`src/rtl/fetch_ctrl_if.sv`:
```
// Handshake/control bundle between the program-level sequencer and its neighbours.
// The slave side is the controller; the master side is bench/decode/execute/fetch.
interface fetch_ctrl_if #(
  parameter int unsigned PC_size = 16,
  parameter int unsigned CNT_W   = 16
);
  logic               Go;
  logic [PC_size-1:0] StartAddress;
  logic               HaltReq;
  logic               BranchReq;
  logic [PC_size-1:0] BranchTarget;
  logic               Start;
  logic [PC_size-1:0] StartPC;
  logic               Halt;
  logic               Branch;
  logic [PC_size-1:0] BranchAddress;
  logic               FetchValid;
  logic               Busy;
  logic               Ack;
  logic               Timeout;
  logic [CNT_W-1:0]   CycleCount;

  modport master (
    output Go, StartAddress, HaltReq, BranchReq, BranchTarget,
    input  Start, StartPC, Halt, Branch, BranchAddress, FetchValid, Busy, Ack, Timeout, CycleCount
  );

  modport slave (
    input  Go, StartAddress, HaltReq, BranchReq, BranchTarget,
    output Start, StartPC, Halt, Branch, BranchAddress, FetchValid, Busy, Ack, Timeout, CycleCount
  );
endinterface

```
`src/rtl/fetch_controller.sv`:
```
// Program-level sequencer for instruction fetch: Go/Ack handshake, branch flush,
// halt drain, saturating cycle counter and watchdog.
module fetch_controller #(
  parameter int unsigned PC_size      = 16,
  parameter int unsigned FLUSH_CYCLES = 2,
  parameter int unsigned DRAIN_CYCLES = 3,
  parameter int unsigned CNT_W        = 16,
  parameter int unsigned MAX_CYCLES   = 65535
) (
  input logic         CLK,
  input logic         RSTn,
  fetch_ctrl_if.slave bus
);
  localparam int unsigned      SLOT_W  = 4;
  localparam logic [CNT_W-1:0] CNT_SAT = {CNT_W{1'b1}};
  localparam logic [CNT_W-1:0] WD_LAST = CNT_W'(MAX_CYCLES - 1);

  typedef enum logic [2:0] {
    S_IDLE  = 3'd0,
    S_LOAD  = 3'd1,
    S_RUN   = 3'd2,
    S_FLUSH = 3'd3,
    S_DRAIN = 3'd4,
    S_DONE  = 3'd5
  } state_e;

  state_e             state_q, state_d;
  logic [SLOT_W-1:0]  slot_q, slot_d;
  logic [PC_size-1:0] start_pc_q, start_pc_d;
  logic [CNT_W-1:0]   cycle_count_q, cycle_count_d;
  logic               timeout_q, timeout_d;
  logic               start_q, start_d;
  logic               halt_q, halt_d;
  logic               fetch_valid_q, fetch_valid_d;
  logic               busy_q, busy_d;
  logic               ack_q, ack_d;
  logic               branch_c;
  logic               wd_hit;

  // Next state, counters and registered-output decode of the next state.
  always_comb begin
    state_d       = state_q;
    slot_d        = slot_q;
    start_pc_d    = start_pc_q;
    cycle_count_d = cycle_count_q;
    timeout_d     = timeout_q;
    branch_c      = 1'b0;
    wd_hit        = (cycle_count_q == WD_LAST);

    if ((state_q == S_RUN || state_q == S_FLUSH || state_q == S_DRAIN) &&
        cycle_count_q != CNT_SAT) begin
      cycle_count_d = cycle_count_q + CNT_W'(1);
    end

    case (state_q)
      S_IDLE: begin
        if (bus.Go) begin
          state_d       = S_LOAD;
          start_pc_d    = bus.StartAddress;
          cycle_count_d = '0;
          timeout_d     = 1'b0;
        end
      end
      S_LOAD: state_d = S_RUN;
      S_RUN: begin
        // Watchdog beats halt, halt beats branch.
        if (wd_hit) begin
          state_d   = S_DRAIN;
          slot_d    = SLOT_W'(DRAIN_CYCLES);
          timeout_d = 1'b1;
        end else if (bus.HaltReq) begin
          state_d = S_DRAIN;
          slot_d  = SLOT_W'(DRAIN_CYCLES);
        end else if (bus.BranchReq) begin
          branch_c = 1'b1;
          state_d  = S_FLUSH;
          slot_d   = SLOT_W'(FLUSH_CYCLES);
        end
      end
      S_FLUSH: begin
        // Requests here come from squashed slots and are dropped.
        if (wd_hit) begin
          state_d   = S_DRAIN;
          slot_d    = SLOT_W'(DRAIN_CYCLES);
          timeout_d = 1'b1;
        end else if (slot_q == SLOT_W'(1)) begin
          state_d = S_RUN;
          slot_d  = '0;
        end else begin
          slot_d = slot_q - SLOT_W'(1);
        end
      end
      S_DRAIN: begin
        if (slot_q == SLOT_W'(1)) begin
          state_d = S_DONE;
          slot_d  = '0;
        end else begin
          slot_d = slot_q - SLOT_W'(1);
        end
      end
      S_DONE: begin
        if (!bus.Go) state_d = S_IDLE;
      end
      default: state_d = S_IDLE;
    endcase

    start_d       = (state_d == S_LOAD);
    halt_d        = (state_d == S_IDLE) || (state_d == S_DRAIN) || (state_d == S_DONE);
    fetch_valid_d = (state_d == S_RUN);
    busy_d        = (state_d == S_LOAD) || (state_d == S_RUN) ||
                    (state_d == S_FLUSH) || (state_d == S_DRAIN);
    ack_d         = (state_d == S_DONE);
  end

  always_ff @(posedge CLK or negedge RSTn) begin
    if (!RSTn) begin
      state_q       <= S_IDLE;
      slot_q        <= '0;
      start_pc_q    <= '0;
      cycle_count_q <= '0;
      timeout_q     <= 1'b0;
      start_q       <= 1'b0;
      halt_q        <= 1'b1;
      fetch_valid_q <= 1'b0;
      busy_q        <= 1'b0;
      ack_q         <= 1'b0;
    end else begin
      state_q       <= state_d;
      slot_q        <= slot_d;
      start_pc_q    <= start_pc_d;
      cycle_count_q <= cycle_count_d;
      timeout_q     <= timeout_d;
      start_q       <= start_d;
      halt_q        <= halt_d;
      fetch_valid_q <= fetch_valid_d;
      busy_q        <= busy_d;
      ack_q         <= ack_d;
    end
  end

  assign bus.Start         = start_q;
  assign bus.StartPC       = start_pc_q;
  assign bus.Halt          = halt_q;
  assign bus.Branch        = branch_c;
  assign bus.BranchAddress = bus.BranchTarget;
  assign bus.FetchValid    = fetch_valid_q;
  assign bus.Busy          = busy_q;
  assign bus.Ack           = ack_q;
  assign bus.Timeout       = timeout_q;
  assign bus.CycleCount    = cycle_count_q;
endmodule
```
`src/flat_wrapper.sv`:
```
// flat-port wrapper written by rule: the top's interface ports become plain ports
module fetch_controller_flat 
#(
  parameter int unsigned PC_size      = 16,
  parameter int unsigned FLUSH_CYCLES = 2,
  parameter int unsigned DRAIN_CYCLES = 3,
  parameter int unsigned CNT_W        = 16,
  parameter int unsigned MAX_CYCLES   = 65535
)
  (CLK, RSTn, bus_Go, bus_StartAddress, bus_HaltReq, bus_BranchReq, bus_BranchTarget, bus_Start, bus_StartPC, bus_Halt, bus_Branch, bus_BranchAddress, bus_FetchValid, bus_Busy, bus_Ack, bus_Timeout, bus_CycleCount);
  fetch_ctrl_if #(.PC_size(PC_size), .CNT_W(CNT_W)) bus_i ();
  input logic CLK;
  input logic RSTn;
  input wire logic [$bits(bus_i.Go)-1:0] bus_Go;
  input wire logic [$bits(bus_i.StartAddress)-1:0] bus_StartAddress;
  input wire logic [$bits(bus_i.HaltReq)-1:0] bus_HaltReq;
  input wire logic [$bits(bus_i.BranchReq)-1:0] bus_BranchReq;
  input wire logic [$bits(bus_i.BranchTarget)-1:0] bus_BranchTarget;
  output wire logic [$bits(bus_i.Start)-1:0] bus_Start;
  output wire logic [$bits(bus_i.StartPC)-1:0] bus_StartPC;
  output wire logic [$bits(bus_i.Halt)-1:0] bus_Halt;
  output wire logic [$bits(bus_i.Branch)-1:0] bus_Branch;
  output wire logic [$bits(bus_i.BranchAddress)-1:0] bus_BranchAddress;
  output wire logic [$bits(bus_i.FetchValid)-1:0] bus_FetchValid;
  output wire logic [$bits(bus_i.Busy)-1:0] bus_Busy;
  output wire logic [$bits(bus_i.Ack)-1:0] bus_Ack;
  output wire logic [$bits(bus_i.Timeout)-1:0] bus_Timeout;
  output wire logic [$bits(bus_i.CycleCount)-1:0] bus_CycleCount;
  assign bus_i.Go = bus_Go;
  assign bus_i.StartAddress = bus_StartAddress;
  assign bus_i.HaltReq = bus_HaltReq;
  assign bus_i.BranchReq = bus_BranchReq;
  assign bus_i.BranchTarget = bus_BranchTarget;
  assign bus_Start = bus_i.Start;
  assign bus_StartPC = bus_i.StartPC;
  assign bus_Halt = bus_i.Halt;
  assign bus_Branch = bus_i.Branch;
  assign bus_BranchAddress = bus_i.BranchAddress;
  assign bus_FetchValid = bus_i.FetchValid;
  assign bus_Busy = bus_i.Busy;
  assign bus_Ack = bus_i.Ack;
  assign bus_Timeout = bus_i.Timeout;
  assign bus_CycleCount = bus_i.CycleCount;
  fetch_controller #(.PC_size(PC_size), .FLUSH_CYCLES(FLUSH_CYCLES), .DRAIN_CYCLES(DRAIN_CYCLES), .CNT_W(CNT_W), .MAX_CYCLES(MAX_CYCLES)) u_core (.CLK(CLK), .RSTn(RSTn), .bus(bus_i));
endmodule
```
`config.mk`:
```
export PLATFORM = sky130hd
export DESIGN_NAME = fetch_controller_flat
export DESIGN_NICKNAME = d
export VERILOG_FILES = /design/src/rtl/fetch_ctrl_if.sv /design/src/rtl/fetch_controller.sv /design/src/flat_wrapper.sv
export SDC_FILE = /design/constraint.sdc
export NUM_CORES = 1
export LEC_CHECK = 0
export BUFFER_PORTS_ARGS = -buffer_cell sky130_fd_sc_hd__buf_2
export CAP_MARGIN = 20
export CORE_MARGIN = 2
export CORE_UTILIZATION = 25
export DETAILED_ROUTE_END_ITERATION = 6
export PLACE_DENSITY = 0.47
export SYNTH_ARGS = -nofsm -noshare
export SYNTH_HDL_FRONTEND = slang
export SYNTH_SLANG_ARGS = --single-unit
```
`constraint.sdc`:
```
create_clock -name CLK -period 1.5 [get_ports CLK]
set_input_delay 0.45 -clock CLK [delete_from_list [all_inputs] [get_ports CLK]]
set_output_delay 0.45 -clock CLK [all_outputs]
set_load 0.02 [all_outputs]
```
## Word-level counts from Yosys, hierarchy flattened

Cells that the tools add are included.
W data, S select, Z words.

- Flip-flop bits (word level): 45
- Bits of input ports: 37
- Output and inout port bits: 55
- Logic and storage cells: 69

- Add/sub/neg operators: 2
- Equal/unequal tests: 16
- Mux-type cells: 25
- Reductions and logical operators: 16

Operators by type and width:

| cell | number |
|---|---|
| $mux W16 | 3 |
| $mux W3 | 8 |
| $mux W4 | 5 |
| $pmux W3 S6 | 1 |
| $add A16 B1 Y16 const B | 1 |
| $eq A16 B16 Y1 const B | 1 |
| $ne A16 B16 Y1 const B | 1 |
| $eq A3 B2 Y1 const B | 4 |
| $eq A3 B3 Y1 const B | 4 |
| $pmux W4 S3 | 1 |
| $logic_or A1 B1 Y1 | 7 |
| $eq A3 B1 Y1 const B | 2 |
| $logic_not A3 Y1 | 2 |
| $mux W1 | 6 |
| $eq A4 B1 Y1 const B | 1 |
| $ne A4 B3 Y1 const B | 1 |
| $reduce_and A2 Y1 | 2 |
| $sub A4 B1 Y4 const B | 1 |
| $reduce_and A3 Y1 | 1 |
| $reduce_bool A3 Y1 | 1 |
| $ne A2 B1 Y1 const B | 1 |
| $ne A2 B2 Y1 const B | 1 |
| $pmux W1 S2 | 1 |
| $reduce_bool A2 Y1 | 1 |
| 2 further kinds | 2 |

## Longest topological paths before layout

- Depth in word-level cells: 8
- Mapped depth: 7
- Depth with buffers taken out: 7

## Least setup slack after synthesis

OpenSTA, ideal clock, no wires.

- Path type: register -> output
- Start point: register u_core.cycle_count_q[0] (netlist: u_core.bus.CycleCount[0])
- End point: output bus_Branch
- Data arrival time: 1449 ps
- Required time: 1050 ps
- Path slack: -399 ps
- Stages on the path, launching flop included: 6
- Path buffers: 0
- Path through: dfrtp_1 inv_1 ha_1 nand3_1 nor4_4 nor3_1

- Longest elaborated chain between the ends: 3

RTL lines:

| what | line | RTL |
|---|---|---|
| start, declared | fetch_controller.sv:30 | `logic [CNT_W-1:0] cycle_count_q, cycle_count_d;` |
| start signal, assigned | fetch_controller.sv:131 | `cycle_count_q <= cycle_count_d;` |
| $eq A16 B16 Y1 | fetch_controller.sv:48 | `wd_hit = (cycle_count_q == WD_LAST);` |
| $mux W1 | fetch_controller.sv:67 | `if (wd_hit) begin` |
| $mux W1 | fetch_controller.sv:55 | `case (state_q)` |
| end, declared | flat_wrapper.sv:22 | `output wire logic [$bits(bus_i.Branch)-1:0] bus_Branch;` |

No other way between the ends.

## Worst setup path after layout

- Start point: register u_core.cycle_count_q[13] (netlist: u_core.bus.CycleCount[13])
- End point: output bus_Branch

Same word-level chain as after synthesis.

==> summary.txt <==
Die
  • Die footprint: 10500 sq um
  • Die Wd: just over 100 um
  • Io pins: 92
  • Core area: roughly 9300 sq um
  • Starting Density: 0.260
  • Die H: 103 um
  • Row Count: 35

STA
  • Fin crit share: 1.30
  • Fin. max-slew vios: 0
  • Slew headroom: 0.660
  • Worst hold margin: 0.120 ns
  • F_max: 513 MHz
  • Final hold violation count: 0
  • Fin Clk Skew: around 0.0035 ns
  • RSZ-0062 raised after global routing: true
  • Worst-Margin Slew: 0.504 ns
  • Final setup viols: 40
  • Min Clock Period, post-route: between 1.5 and 2 ns
  • Final WS setup: -0.449 ns

Worst setup path
  • Worst setup SP type: register
  • CP arrival: approximately 1.5 ns
  • CP Max Fanout: 4
  • Worst setup path startpoint: u_core.bus.CycleCount[13]
  • R2r startpoint: u_core.bus.CycleCount[13]
  • Critical Path Sink Type: output pin
  • Crit Path Class: reg -> out
  • WP data required: 1.05 ns

Synth
  • Most frequent cells after synthesis: nand2_1, dfrtp_1, nor2_1
  • Synth area leaders: dfrtp_1, nand2_1, buf_4
  • Syn avg cell area: 9.60 sq um
  • Synthesized instance count: around 250
  • Mapped Area: about 2400 sq um
  • Area leader, netlist: dfrtp_1
  • Ys async rst share: 1.00
  • Top cell type's share of synthesized area: 0.453
  • Post-synthesis sequential area ratio: 0.464
  • Ys flop type: dfrtp_1
  • Post-synth EDFFs: 0
  • Seq cells post-synth: between 40 and 50
  • Yosys warns: 0
  • Most numerous cell in the Yosys netlist: nand2_1
  • Distinct cells, synth: 59
  • Synthesized net count: 294

Clock tree
  • Clk Latency, worst-skew pair: ~0.30 ns
  • Clock Tree Root: clkbuf_8
  • Clock buffer depth: 2
  • CTS Buf Count: 5
  • Clk pin slew, worst setup/hold paths: approximately 0.090 ns
  • H-tree lvl count: 2
  • Hold_buf cts: 0
  • CTS tree: done
  • Sink Count: 45

Finish
  • Nets: roughly 410
  • Layout area overhead: 58.3%
  • N_diodes: 0
  • Fraction of final layout cells with drive strength greater than 1: 0.567
  • Core Util, Final: 0.412

Route
  • Drc violations: 0
  • Detailed Route WL: 6500 um
  • Routed len/inst: around 13 um
  • Antenna-violating nets left: 0
  • Initial drt markers: 57
  • Via-per-instance ratio: approximately 4.4
  • Drt first pass iters: 4
  • Vias: 2162

GRT
  • Initial antenna violation count: 0
  • Global-route wire length before repair: about 10000 um
  • Global Route Usage Sum: 0.123
  • GR Overflow Total: 0
  • Largest net degree at the start of global routing: 46
  • Vias in the first global route: 2107

Status
  • Violated checks: setup timing
  • Status: complete, but fails checks

Placed design
  • Half-perimeter wire length after placement: roughly 4500 um
  • GPL Wtd Cong: 0.818
  • # port buffers: between 50 and 60

Power
  • Sw frac: 0.405
  • Clock share of power: 0.127
  • Logic pwr share: 0.581
  • Sequential group share of total power: 0.293
  • Sw Pwr: about 2.6 mW
  • Max VDD drop: 0.000721 V
  • Power Density: 1670 nW/um^2
  • Internal: around 3.8 mW
  • Leakage power: around 1.8 nW

Job
  • Max-Cap Viols: 0

Hold path
  • HP Class: in -> async
[cell families (layout without fill, tap and decap cells)]
group,after synthesis,count (layout),share of synthesized area
buffers and inverters,33,145,0.0844
xor gates and xnor gates,10,10,0.0360
adders and majority gates,4,4,0.0206
AOI/OAI and AO/OA,32,32,0.108
and+or+nand+nor,127,127,0.279
muxes,2,2,0.00824
DFF,45,45,0.464
[critical path, cell delays in order, from the launching register on]
cell     delay (ns)
dfrtp_2        0.42
nand4_4        0.14
nor4_4         0.30
buf_6          0.14
nor3_2         0.04
buf_2          0.16
[sequential cells by signal (all words and copies together) (netlist names)]
register               cells
u_core.bus.StartPC        16
u_core.bus.Timeout         1
u_core.state_q             3
u_core.bus.CycleCount     16
u_core.slot_q              4
u_core.bus.Halt            1
u_core.bus.Start           1
u_core.bus.Busy            1
u_core.bus.Ack             1
u_core.bus.FetchValid      1
[path summary, 6_finish.rpt]
kind	to	slack, ns	cells past startpoint
max	bus_Branch	-0.45	5
min	u_core.bus.Start	0.12	2
max reg2reg	u_core.slot_q[3]	-0.27	8
min reg2reg	u_core.bus.StartPC[2]	0.47	2
max in group asynchronous	u_core.bus.Halt	1.10	2
min in group CLK	u_core.bus.StartPC[12]	0.33	3
[through the flow]
step	instance area (sq um)	power (mW)	cells	TNS (ns)	worst slack [ns]
2_1_floorplan	2540	3.74	253	-1.34	-0.174
3_3_place_gp	3270	4.85	474	-3.44	-0.184
3_5_place_dp	3270	4.88	474	-3.99	-0.193
4_1_cts	3670	6.19	489	-4.09	-0.459
5_1_grt	3850	6.92	494	-8.01	-0.517
6_report	3850	6.44	494	-4.36	-0.449
[cell type report]
class	count	area, sq um
repair buffers	129	1040
inverters	8	35.0
flip-flops and latches	45	1140
clock inverters	1	7.51
multi-input cells	175	1380
well taps	129	161
fillers	948	5480
clock buffers	7	86.3
[timing repair]
item,CTS,global route
setup endpoints to repair,50,57
buffers inserted,7,8
resized for setup,63,41
pin swaps,21,9
[power by group through the flow]
stage / Combinational (mW) / Clock (mW) / Sequential, mW
floorplan: 1.46 / 0 / 2.28
global placement: 2.97 / 0 / 1.88
detailed placement: 3.00 / 0 / 1.88
CTS: 3.47 / 0.850 / 1.87
global route: 4.09 / 0.900 / 1.93
finish: 3.74 / 0.815 / 1.89
[metal layers]
metal | track usage | up-vias | wire length (um)
met5 | 0 | - | 0
met4 | 0.0369 | 0 | 99
met3 | 0.0312 | 10 | 282
met2 | 0.199 | 55 | 3020
met1 | 0.162 | 1025 | 3090
li1 | - | 1072 | -
[layout by cell type, fill, tap and decap left out, types with 3 or more instances in the layout]
cell type | synthesis | routed
nand2b_4 | 1 | 3
nand2_2 | 0 | 6
buf_4 | 16 | 41
nand3_1 | 7 | 4
nand3b_1 | 4 | 4
inv_2 | 1 | 3
dfrtp_2 | 0 | 14
and2_1 | 3 | 3
clkbuf_8 | 1 | 6
ha_4 | 0 | 3
inv_1 | 7 | 3
nand2_1 | 64 | 57
dfrtp_1 | 44 | 30
buf_2 | 3 | 46
a21oi_1 | 5 | 4
xor2_1 | 4 | 4
nor2_1 | 17 | 15
buf_6 | 1 | 38
o211ai_1 | 5 | 5
and4_4 | 0 | 3
xnor2_1 | 6 | 5
Note: power is estimated with default switching activity, not from simulation.
